--- src/rtl/lo_gray_divider_pkg.sv ---
// Shared definitions for the LO Gray divider slice.
// - LO default widths.
// - Count-direction enum.
// - bin2gray / gray2bin helpers. They work on a 32-bit word, so any WIDTH up
//   to 32 is handled by zero-extending on the way in and truncating on the
//   way out.
package lo_gray_divider_pkg;

  localparam int LO_WIDTH = 8;
  localparam int LO_PRE_W = 4;
  localparam int LO_MAX_W = 32;

  typedef enum logic {DIR_DOWN = 1'b0, DIR_UP = 1'b1} dir_e;

  typedef logic [LO_MAX_W-1:0] word_t;

  function automatic word_t bin2gray(input word_t b);
    word_t g;
    for (int i = 0; i < LO_MAX_W - 1; i++) g[i] = b[i] ^ b[i+1];
    g[LO_MAX_W-1] = b[LO_MAX_W-1];
    return g;
  endfunction

  // Each binary bit is the XOR of all Gray bits at and above it.
  function automatic word_t gray2bin(input word_t g);
    word_t b;
    b[LO_MAX_W-1] = g[LO_MAX_W-1];
    for (int i = LO_MAX_W - 2; i >= 0; i--) b[i] = b[i+1] ^ g[i];
    return b;
  endfunction

endpackage

--- src/rtl/lo_gray_divider_if.sv ---
// Control and status bundle of the LO Gray divider.
// - master: the phase-select controller. It drives enable, direction,
//   prescaler ratio, clear and load, and observes the count and pulses.
// - slave: the divider itself.
interface lo_gray_divider_if #(
  parameter int WIDTH = 8,
  parameter int PRE_W = 4
) ();
  logic             en_i;
  logic             up_i;
  logic [PRE_W-1:0] div_i;
  logic             sync_clr_i;
  logic             load_i;
  logic [WIDTH-1:0] load_gray_i;
  logic [WIDTH-1:0] gray_o;
  logic [WIDTH-1:0] bin_o;
  logic             tick_o;
  logic             wrap_o;

  modport master (
    output en_i, up_i, div_i, sync_clr_i, load_i, load_gray_i,
    input  gray_o, bin_o, tick_o, wrap_o
  );

  modport slave (
    input  en_i, up_i, div_i, sync_clr_i, load_i, load_gray_i,
    output gray_o, bin_o, tick_o, wrap_o
  );
endinterface

--- src/rtl/lo_gray_divider_prescaler.sv ---
// Programmable prescaler for the LO Gray divider.
// Ports:
//   clk, rstb  clock and async active-low reset
//   en         count enable; low freezes pcnt
//   clr        synchronous clear of pcnt (ignores en)
//   div        ratio minus one; a tick fires every div+1 enabled cycles
//   tick       combinational tick, consumed by the counter on this edge
module lo_gray_divider_prescaler #(
  parameter int PRE_W = 4
) (
  input  logic             clk,
  input  logic             rstb,
  input  logic             en,
  input  logic             clr,
  input  logic [PRE_W-1:0] div,
  output logic             tick
);
  logic [PRE_W-1:0] pcnt;

  // The >= compare means lowering div mid-count ticks at once instead of
  // running pcnt around its full range.
  assign tick = en & ~clr & (pcnt >= div);

  always_ff @(posedge clk or negedge rstb) begin
    if (!rstb)            pcnt <= '0;
    else if (clr)         pcnt <= '0;
    else if (en) begin
      if (pcnt >= div)    pcnt <= '0;
      else                pcnt <= pcnt + PRE_W'(1);
    end
  end
endmodule

--- src/rtl/lo_gray_divider.sv ---
// lo_gray_divider: synchronous up/down Gray-code counter for the LO path.
// - Each gray_o bit is a glitch-free divided clock.
// - The Gray register is loaded from the next binary value, so exactly one
//   bit changes per tick and no decode logic sits on gray_o.
// Ports:
//   clk   master LO clock, all state on posedge
//   rstb  asynchronous active-low reset
//   bus   lo_gray_divider_if.slave. Carries en/up/div/sync_clr/load/load_gray
//         in and gray/bin/tick/wrap out; all outputs are registered.
module lo_gray_divider
  import lo_gray_divider_pkg::*;
#(
  parameter int WIDTH = LO_WIDTH,
  parameter int PRE_W = LO_PRE_W
) (
  input  logic                  clk,
  input  logic                  rstb,
  lo_gray_divider_if.slave      bus
);
  logic             ptick;
  logic             wrap_hit;
  logic             tick_q, wrap_q;
  logic [WIDTH-1:0] bin_q, gray_q, next_bin, load_bin;
  dir_e             dir;

  // A load also restarts the prescaler so the next tick is a full period away.
  lo_gray_divider_prescaler #(.PRE_W(PRE_W)) u_pre (
    .clk  (clk),
    .rstb (rstb),
    .en   (bus.en_i),
    .clr  (bus.sync_clr_i | bus.load_i),
    .div  (bus.div_i),
    .tick (ptick)
  );

  assign dir      = dir_e'(bus.up_i);
  assign load_bin = WIDTH'(gray2bin(word_t'(bus.load_gray_i)));

  always_comb begin
    next_bin = bin_q - WIDTH'(1);
    wrap_hit = ~|bin_q;
    if (dir == DIR_UP) begin
      next_bin = bin_q + WIDTH'(1);
      wrap_hit = &bin_q;
    end
  end

  always_ff @(posedge clk or negedge rstb) begin
    if (!rstb) begin
      bin_q  <= '0;
      gray_q <= '0;
      tick_q <= 1'b0;
      wrap_q <= 1'b0;
    end else if (bus.sync_clr_i) begin
      bin_q  <= '0;
      gray_q <= '0;
      tick_q <= 1'b0;
      wrap_q <= 1'b0;
    end else if (bus.load_i) begin
      // Load preempts any tick in the same cycle, so no tick pulse follows.
      bin_q  <= load_bin;
      gray_q <= bus.load_gray_i;
      tick_q <= 1'b0;
      wrap_q <= 1'b0;
    end else if (ptick) begin
      bin_q  <= next_bin;
      gray_q <= WIDTH'(bin2gray(word_t'(next_bin)));
      tick_q <= 1'b1;
      wrap_q <= wrap_hit;
    end else begin
      tick_q <= 1'b0;
      wrap_q <= 1'b0;
    end
  end

  assign bus.gray_o = gray_q;
  assign bus.bin_o  = bin_q;
  assign bus.tick_o = tick_q;
  assign bus.wrap_o = wrap_q;
endmodule

--- src/flat_wrapper.sv ---
// flat-port wrapper written by rule: the top's interface ports become plain ports
module lo_gray_divider_flat import lo_gray_divider_pkg::*;
#(
  parameter int WIDTH = LO_WIDTH,
  parameter int PRE_W = LO_PRE_W
)
  (clk, rstb, bus_en_i, bus_up_i, bus_div_i, bus_sync_clr_i, bus_load_i, bus_load_gray_i, bus_gray_o, bus_bin_o, bus_tick_o, bus_wrap_o);
  lo_gray_divider_if #(.WIDTH(WIDTH), .PRE_W(PRE_W)) bus_i ();
  input  logic clk;
  input  logic rstb;
  input wire logic [$bits(bus_i.en_i)-1:0] bus_en_i;
  input wire logic [$bits(bus_i.up_i)-1:0] bus_up_i;
  input wire logic [$bits(bus_i.div_i)-1:0] bus_div_i;
  input wire logic [$bits(bus_i.sync_clr_i)-1:0] bus_sync_clr_i;
  input wire logic [$bits(bus_i.load_i)-1:0] bus_load_i;
  input wire logic [$bits(bus_i.load_gray_i)-1:0] bus_load_gray_i;
  output wire logic [$bits(bus_i.gray_o)-1:0] bus_gray_o;
  output wire logic [$bits(bus_i.bin_o)-1:0] bus_bin_o;
  output wire logic [$bits(bus_i.tick_o)-1:0] bus_tick_o;
  output wire logic [$bits(bus_i.wrap_o)-1:0] bus_wrap_o;
  assign bus_i.en_i = bus_en_i;
  assign bus_i.up_i = bus_up_i;
  assign bus_i.div_i = bus_div_i;
  assign bus_i.sync_clr_i = bus_sync_clr_i;
  assign bus_i.load_i = bus_load_i;
  assign bus_i.load_gray_i = bus_load_gray_i;
  assign bus_gray_o = bus_i.gray_o;
  assign bus_bin_o = bus_i.bin_o;
  assign bus_tick_o = bus_i.tick_o;
  assign bus_wrap_o = bus_i.wrap_o;
  lo_gray_divider #(.WIDTH(WIDTH), .PRE_W(PRE_W)) u_core (.clk(clk), .rstb(rstb), .bus(bus_i));
endmodule
--- config.mk ---
export PLATFORM = sky130hd
export DESIGN_NAME = lo_gray_divider_flat
export DESIGN_NICKNAME = d
export VERILOG_FILES = /design/src/rtl/lo_gray_divider_pkg.sv /design/src/rtl/lo_gray_divider_if.sv /design/src/rtl/lo_gray_divider_prescaler.sv /design/src/rtl/lo_gray_divider.sv /design/src/flat_wrapper.sv
export SDC_FILE = /design/constraint.sdc
export NUM_CORES = 1
export LEC_CHECK = 0
export ABC_AREA = 0
export CAP_MARGIN = 10
export CORE_ASPECT_RATIO = 0.7
export CORE_MARGIN = 3
export CORE_UTILIZATION = 40
export DETAILED_ROUTE_END_ITERATION = 8
export GPL_TIMING_DRIVEN = 0
export HOLD_SLACK_MARGIN = 0.08
export PLACE_DENSITY = 0.75
export SLEW_MARGIN = 10
export SYNTH_ARGS = -nofsm -noshare
export SYNTH_HDL_FRONTEND = slang
export SYNTH_HIERARCHICAL = 1
export SYNTH_SLANG_ARGS = --single-unit
--- constraint.sdc ---
create_clock -name clk -period 3.1 [get_ports clk]
set_input_delay 0.31 -clock clk [delete_from_list [all_inputs] [get_ports clk]]
set_output_delay 0.31 -clock clk [all_outputs]
set_load 0.02 [all_outputs]
# Word level (Yosys, flattened, before mapping)
# Cells that the tools add are included.
# op_classes
n_bitwise,18
n_mux,17
n_lt_le_gt_ge,1
reduce_logical,5
n_addsub,3
# ops
cell,count
$mux W8,7
$xor A1 B1 Y1,14
$mux W4,3
$add A8 B1 Y8 const B,1
$reduce_and A8 Y1,1
$reduce_or A8 Y1,1
$sub A8 B1 Y8 const B,1
$mux W1,7
$add A4 B1 Y4 const B,1
$ge A4 B4 Y1,1
$reduce_bool A3 Y1,1
$and A1 B1 Y1,2
$reduce_bool A2 Y1,1
$logic_not A1 Y1,1
$not A1 Y1,1
$or A1 B1 Y1,1
# word_totals
reg_bits,22
output_inout_bits,18

# Depth between registers and ports, before layout
# logic_depth
depth_word,9
mapped_depth,10
mapped_depth_nobuf,9

# By module
# The synthesis kept the hierarchy.
# modules_own_cells
mod,seq_area_each_um2,cells_per_inst,area_per_inst_um2,n_inst
lo_gray_divider,425.4,150,1378.8,1
lo_gray_divider_prescaler,100.1,35,342.8,1

# Least setup slack after synthesis
# OpenSTA, ideal clock, no wires.
# synth_path
path_type,reg2reg
start,reg u_core.u_pre.pcnt[0]
end,reg u_core.bin_q[6] (netlist: u_core/bus.bin_o[6])
slack_ps,726
synth_period_minus_slack_ps,2374
setup_time_ps,94
t_arrival_ps,2280
required_ps,3006
path_buffers,1
path_stages_with_launch,11
path_cell_list,dfrtp_1 inv_1 ha_1 nand2b_4 a2111oi_4 nor4b_1 buf_1 inv_1 nor2_1 a211oi_1 a211oi_1
# synth_via
elab_chain_cells,3
# synth_lines
element,line_no,text
from (decl),lo_gray_divider_prescaler.sv:18,logic [PRE_W-1:0] pcnt;
from (signal assigned),lo_gray_divider_prescaler.sv:29,else pcnt <= pcnt + PRE_W'(1);
$ge A4 B4 Y1,lo_gray_divider_prescaler.sv:22,assign tick = en & ~clr & (pcnt >= div);
$and A1 B1 Y1,lo_gray_divider_prescaler.sv:22,
via u_core.ptick,lo_gray_divider.sv:20,logic ptick;
$reduce_bool A3 Y1 (no line),-,
to (signal assigned),lo_gray_divider.sv:61,bin_q <= load_bin;
to (signal assigned),lo_gray_divider.sv:66,bin_q <= next_bin;
to (decl),lo_gray_divider.sv:23,"logic [WIDTH-1:0] bin_q, gray_q, next_bin, load_bin;"
# The timed path passes the listed nets, and every way through them passes these cells.
# A chain may end at the register's enable or synchronous reset.

# Worst setup path after layout
# layout_path
start,in bus_sync_clr_i
end,reg u_core.bin_q[6] (netlist: u_core/bus.bin_o[6])
# layout_via
elab_chain_cells,5
# layout_lines
element,line_no,text
from (decl),flat_wrapper.sv:14,input wire logic [$bits(bus_i.sync_clr_i)-1:0] bus_sync_clr_i;
$or A1 B1 Y1,lo_gray_divider.sv:31,".clr (bus.sync_clr_i | bus.load_i),"
$not A1 Y1,lo_gray_divider_prescaler.sv:22,
$and A1 B1 Y1 (2 in a row),lo_gray_divider_prescaler.sv:22,
via u_core.ptick,lo_gray_divider.sv:20,
$reduce_bool A3 Y1 (no line),-,
# The timed path passes the listed nets, and every way through them passes these cells.

==> impl_metrics.ini <==
[grt]
antenna_found_initial = 0
grt_pass1_vias = 1397
grt_use_total_pct = 16.6
grt_pass1_wl_mm = 6.81
grt_overflow_total = 0
grt_max_degree = 22

[floorplanning]
io_pins = 36
num_rows = 19
die_w_microns = 84.4
die_h_microns = 60.9
placeableCoreArea_sq_um = 4020
die_area_sq_um = 5140
initial_utilization_pct = 42.9

[logic_synthesis]
ys_ff_latch = 21
synth_enable_flop_cells = 0
ys_warn_count = 6
synth_largest_area_cell = dfrtp_1
synthAdderAreaFrac_pct = 9.16
syn-cell-area_sq_um = 1720
ys_types = 48
synth_top_area_share_pct = 30.5
synth_compound_area_share_pct = 22.5
synth_cells = 185
synth_top_family_by_area = compound AO/OA/AOI/OAI gates
ys_seq_area_share_pct = 30.5
synth.area.top_cells = dfrtp_1, ha_1, xnor2_1
synthesis.nets = 215
dominantRegCellSynth = dfrtp_1
synthSimpleGateAreaFrac_pct = 16.1
synthArstFlopShare_pct = 100
synth.area.mux_share_pct = 1.74
yosys.area_share.xor_xnor_pct = 13.8
syn_avg_cell_area_sq_um = 9.31

[pwr]
p_leak_nw = 0.917
clockPowerShare_pct = 21.2
intPower_mw = 0.559
p_total_mw = 0.863
power_frac_comb_pct = 42.5
p_sw_share_pct = 35.3
p_sw_mw = 0.304
pwr-share-seq_pct = 36.3
powerDensity_nw_per_um2 = 396
irDropWorstVdd_uv = 185

[status]
outcome = complete, no violations

[layout]
n_antenna_cell = 0
final_nets = 254
design_area_sq_um = 2180
fillers = 356
layout-drive-gt1-share_pct = 9.87
syn_to_final_growth_pct = 26.6

[critical_path]
setup.worst_path.end_class = register
crit_arrival_ns = 2.88
max_stage_delay_ns = 0.54
criticalPathCategory = input pin to register
critPathMaxFanout = 10
path_cells = clkdlybuf4s50_1 > nor2_1 > inv_1 > nor4b_2 > buf_1 > inv_1 > nor2_1 > a211oi_1 > a211oi_1
cp_slowest_cell = nor4b_2
crit_required_ns = 3.27
critPathLaunchType = input pin

[timing]
finalClockSkew_ns = 0.00117
tns_ns = 0
rsz0062_at_grt = false
slew_headroom_pct = 35.8
period_share_pct = 87.3
fmax_ghz = 0.370
whs_ns = 0.353
setup_ws_ns = 0.395
period_minus_slack_ns = 2.71
slew_viol_final = 0
finalSetupViolCount = 0
worst_pin_slew_ns = 0.960
hold_viol = 0

[route]
wire_per_inst_microns = 14.3
drt-initial-drc-count = 86
via_count = 1465
routed_wl_mm = 3.94
ant_nets = 0
drcViolationCount = 0
drt-pass1-iter-count = 4
viasPerCell = 5.33

[cts]
cts.sinks = 21
tritoncts = yes
cts.path.max_buffers = 2
htreeDepth = 1
cts_buffers = 3
cts_root_buffer = clkbuf_8
clkTransAtPathRegs_ns = 0.08
clkLatencyLatePin_ns = 0.26

[place]
routabilityCongestion = 0.815
hpwl_mm = 3.11
io_buffers = 34
dpl_cell_area_sq_um = 2130
pre_cts_slack_ns = -0.0700

[hold_path]
hp-class = input pin to register

[run]
maxCapViolations = 0
==> cell type report <==
| class | count | area, sq um | share of cell area [%] |
|---|---|---|---|
| buffer | 7 | 53.8 | 2.47 |
| clock buffer | 3 | 41.3 | 1.89 |
| clock inverter | 1 | 5.00 | 0.230 |
| inverter | 14 | 52.6 | 2.41 |
| multi-input combinational | 143 | 1100 | 50.3 |
| sequential | 21 | 526 | 24.1 |
| tap | 52 | 65.1 | 2.99 |
| timing repair buffer | 34 | 340 | 15.6 |
==> per-layer routing <==
metal	up-vias	wire (microns)	track usage, %
met4	0	13	2.93
met2	47	1610	24.8
met5	-	0	0
met3	2	288	4.61
met1	684	2030	24.4
li1	732	-	-
==> repair_timing <==
item	in CTS	in global routing
buffers inserted	0	0
endpoints found under the setup margin	0	7
hold buffers	0	0
gates resized for setup	0	1
==> registers in the layout (all words and copies together) (netlist names) <==
register and cells:
u_core/bus.bin_o 8, u_core/bus.wrap_o 1, u_core/u_pre/pcnt 4, u_core/bus.gray_o 7, u_core/bus.tick_o 1
==> synthesized netlist by cell type (all sizes together), types with 4 or more instances <==
library cell,count
dfrtp,21
nor2,17
inv,14
xnor2,14
a21oi,13
a211oi,11
ha,11
nand2,8
nand2b,8
o21ai,8
xor2,8
nor2b,5
buf,4
nand3,4
==> worst max-delay path, delay by kind of cell <==
family	cells	cell delay [ns]
buffers and inverters	4	1.35
AND/OR/NAND/NOR	3	0.94
AO/OA/AOI/OAI	2	0.27
==> kinds of logic after synthesis <==
kind of cell	count (synthesis)
flops	21
buf+inv	21
xor+xnor	22
mux	3
compound gates	53
simple gates	53
fa+ha+maj	12
==> per-stage QoR <==
step / utilization, % / cells
floorplan: - / 185
global placement: 52.9 / 271
detailed placement: 52.9 / 271
CTS: 54.1 / 275
global route: 54.3 / 275
finish: 54.3 / 275
==> path summary, 6_finish.rpt <==
check,endpoint,slack (ns),cells after the start,startpoint
max in group asynchronous,u_core/bus.bin_o[3]$_DFFE_PN0P_,1.94,1,rstb
worst max register to register,u_core/bus.bin_o[6]$_DFFE_PN0P_,0.49,10,u_core/u_pre/pcnt[0]$_DFFE_PN0P_
worst min-delay path,u_core/bus.gray_o[2]$_DFFE_PN0P_,0.35,3,bus_load_i
worst max-delay path,u_core/bus.bin_o[6]$_DFFE_PN0P_,0.39,9,bus_sync_clr_i
min in group asynchronous,u_core/u_pre/pcnt[1]$_DFFE_PN0P_,0.58,1,rstb
worst min register to register,u_core/u_pre/pcnt[3]$_DFFE_PN0P_,0.58,2,u_core/u_pre/pcnt[3]$_DFFE_PN0P_
==> placed cells by master (no fill, tap or decap), types with 8 or more instances in the layout <==
master	Yosys	layout
xnor2_1	10	10
dfrtp_1	21	21
nor2_1	17	17
ha_1	11	11
a21oi_1	12	12
nand2_1	8	8
a211oi_1	9	9
inv_1	14	14
clkdlybuf4s50_1	0	34
==> power groups by stage <==
stage | combinational [mW] | sequential (mW) | clock (mW)
after floorplan | 0.239 | 0.333 | 0
after global routing | 0.404 | 0.317 | 0.200
after CTS | 0.367 | 0.314 | 0.187
after global placement | 0.362 | 0.318 | 0
final | 0.367 | 0.313 | 0.183
after detailed placement | 0.364 | 0.319 | 0
Note: power is estimated with default switching activity, not from simulation.
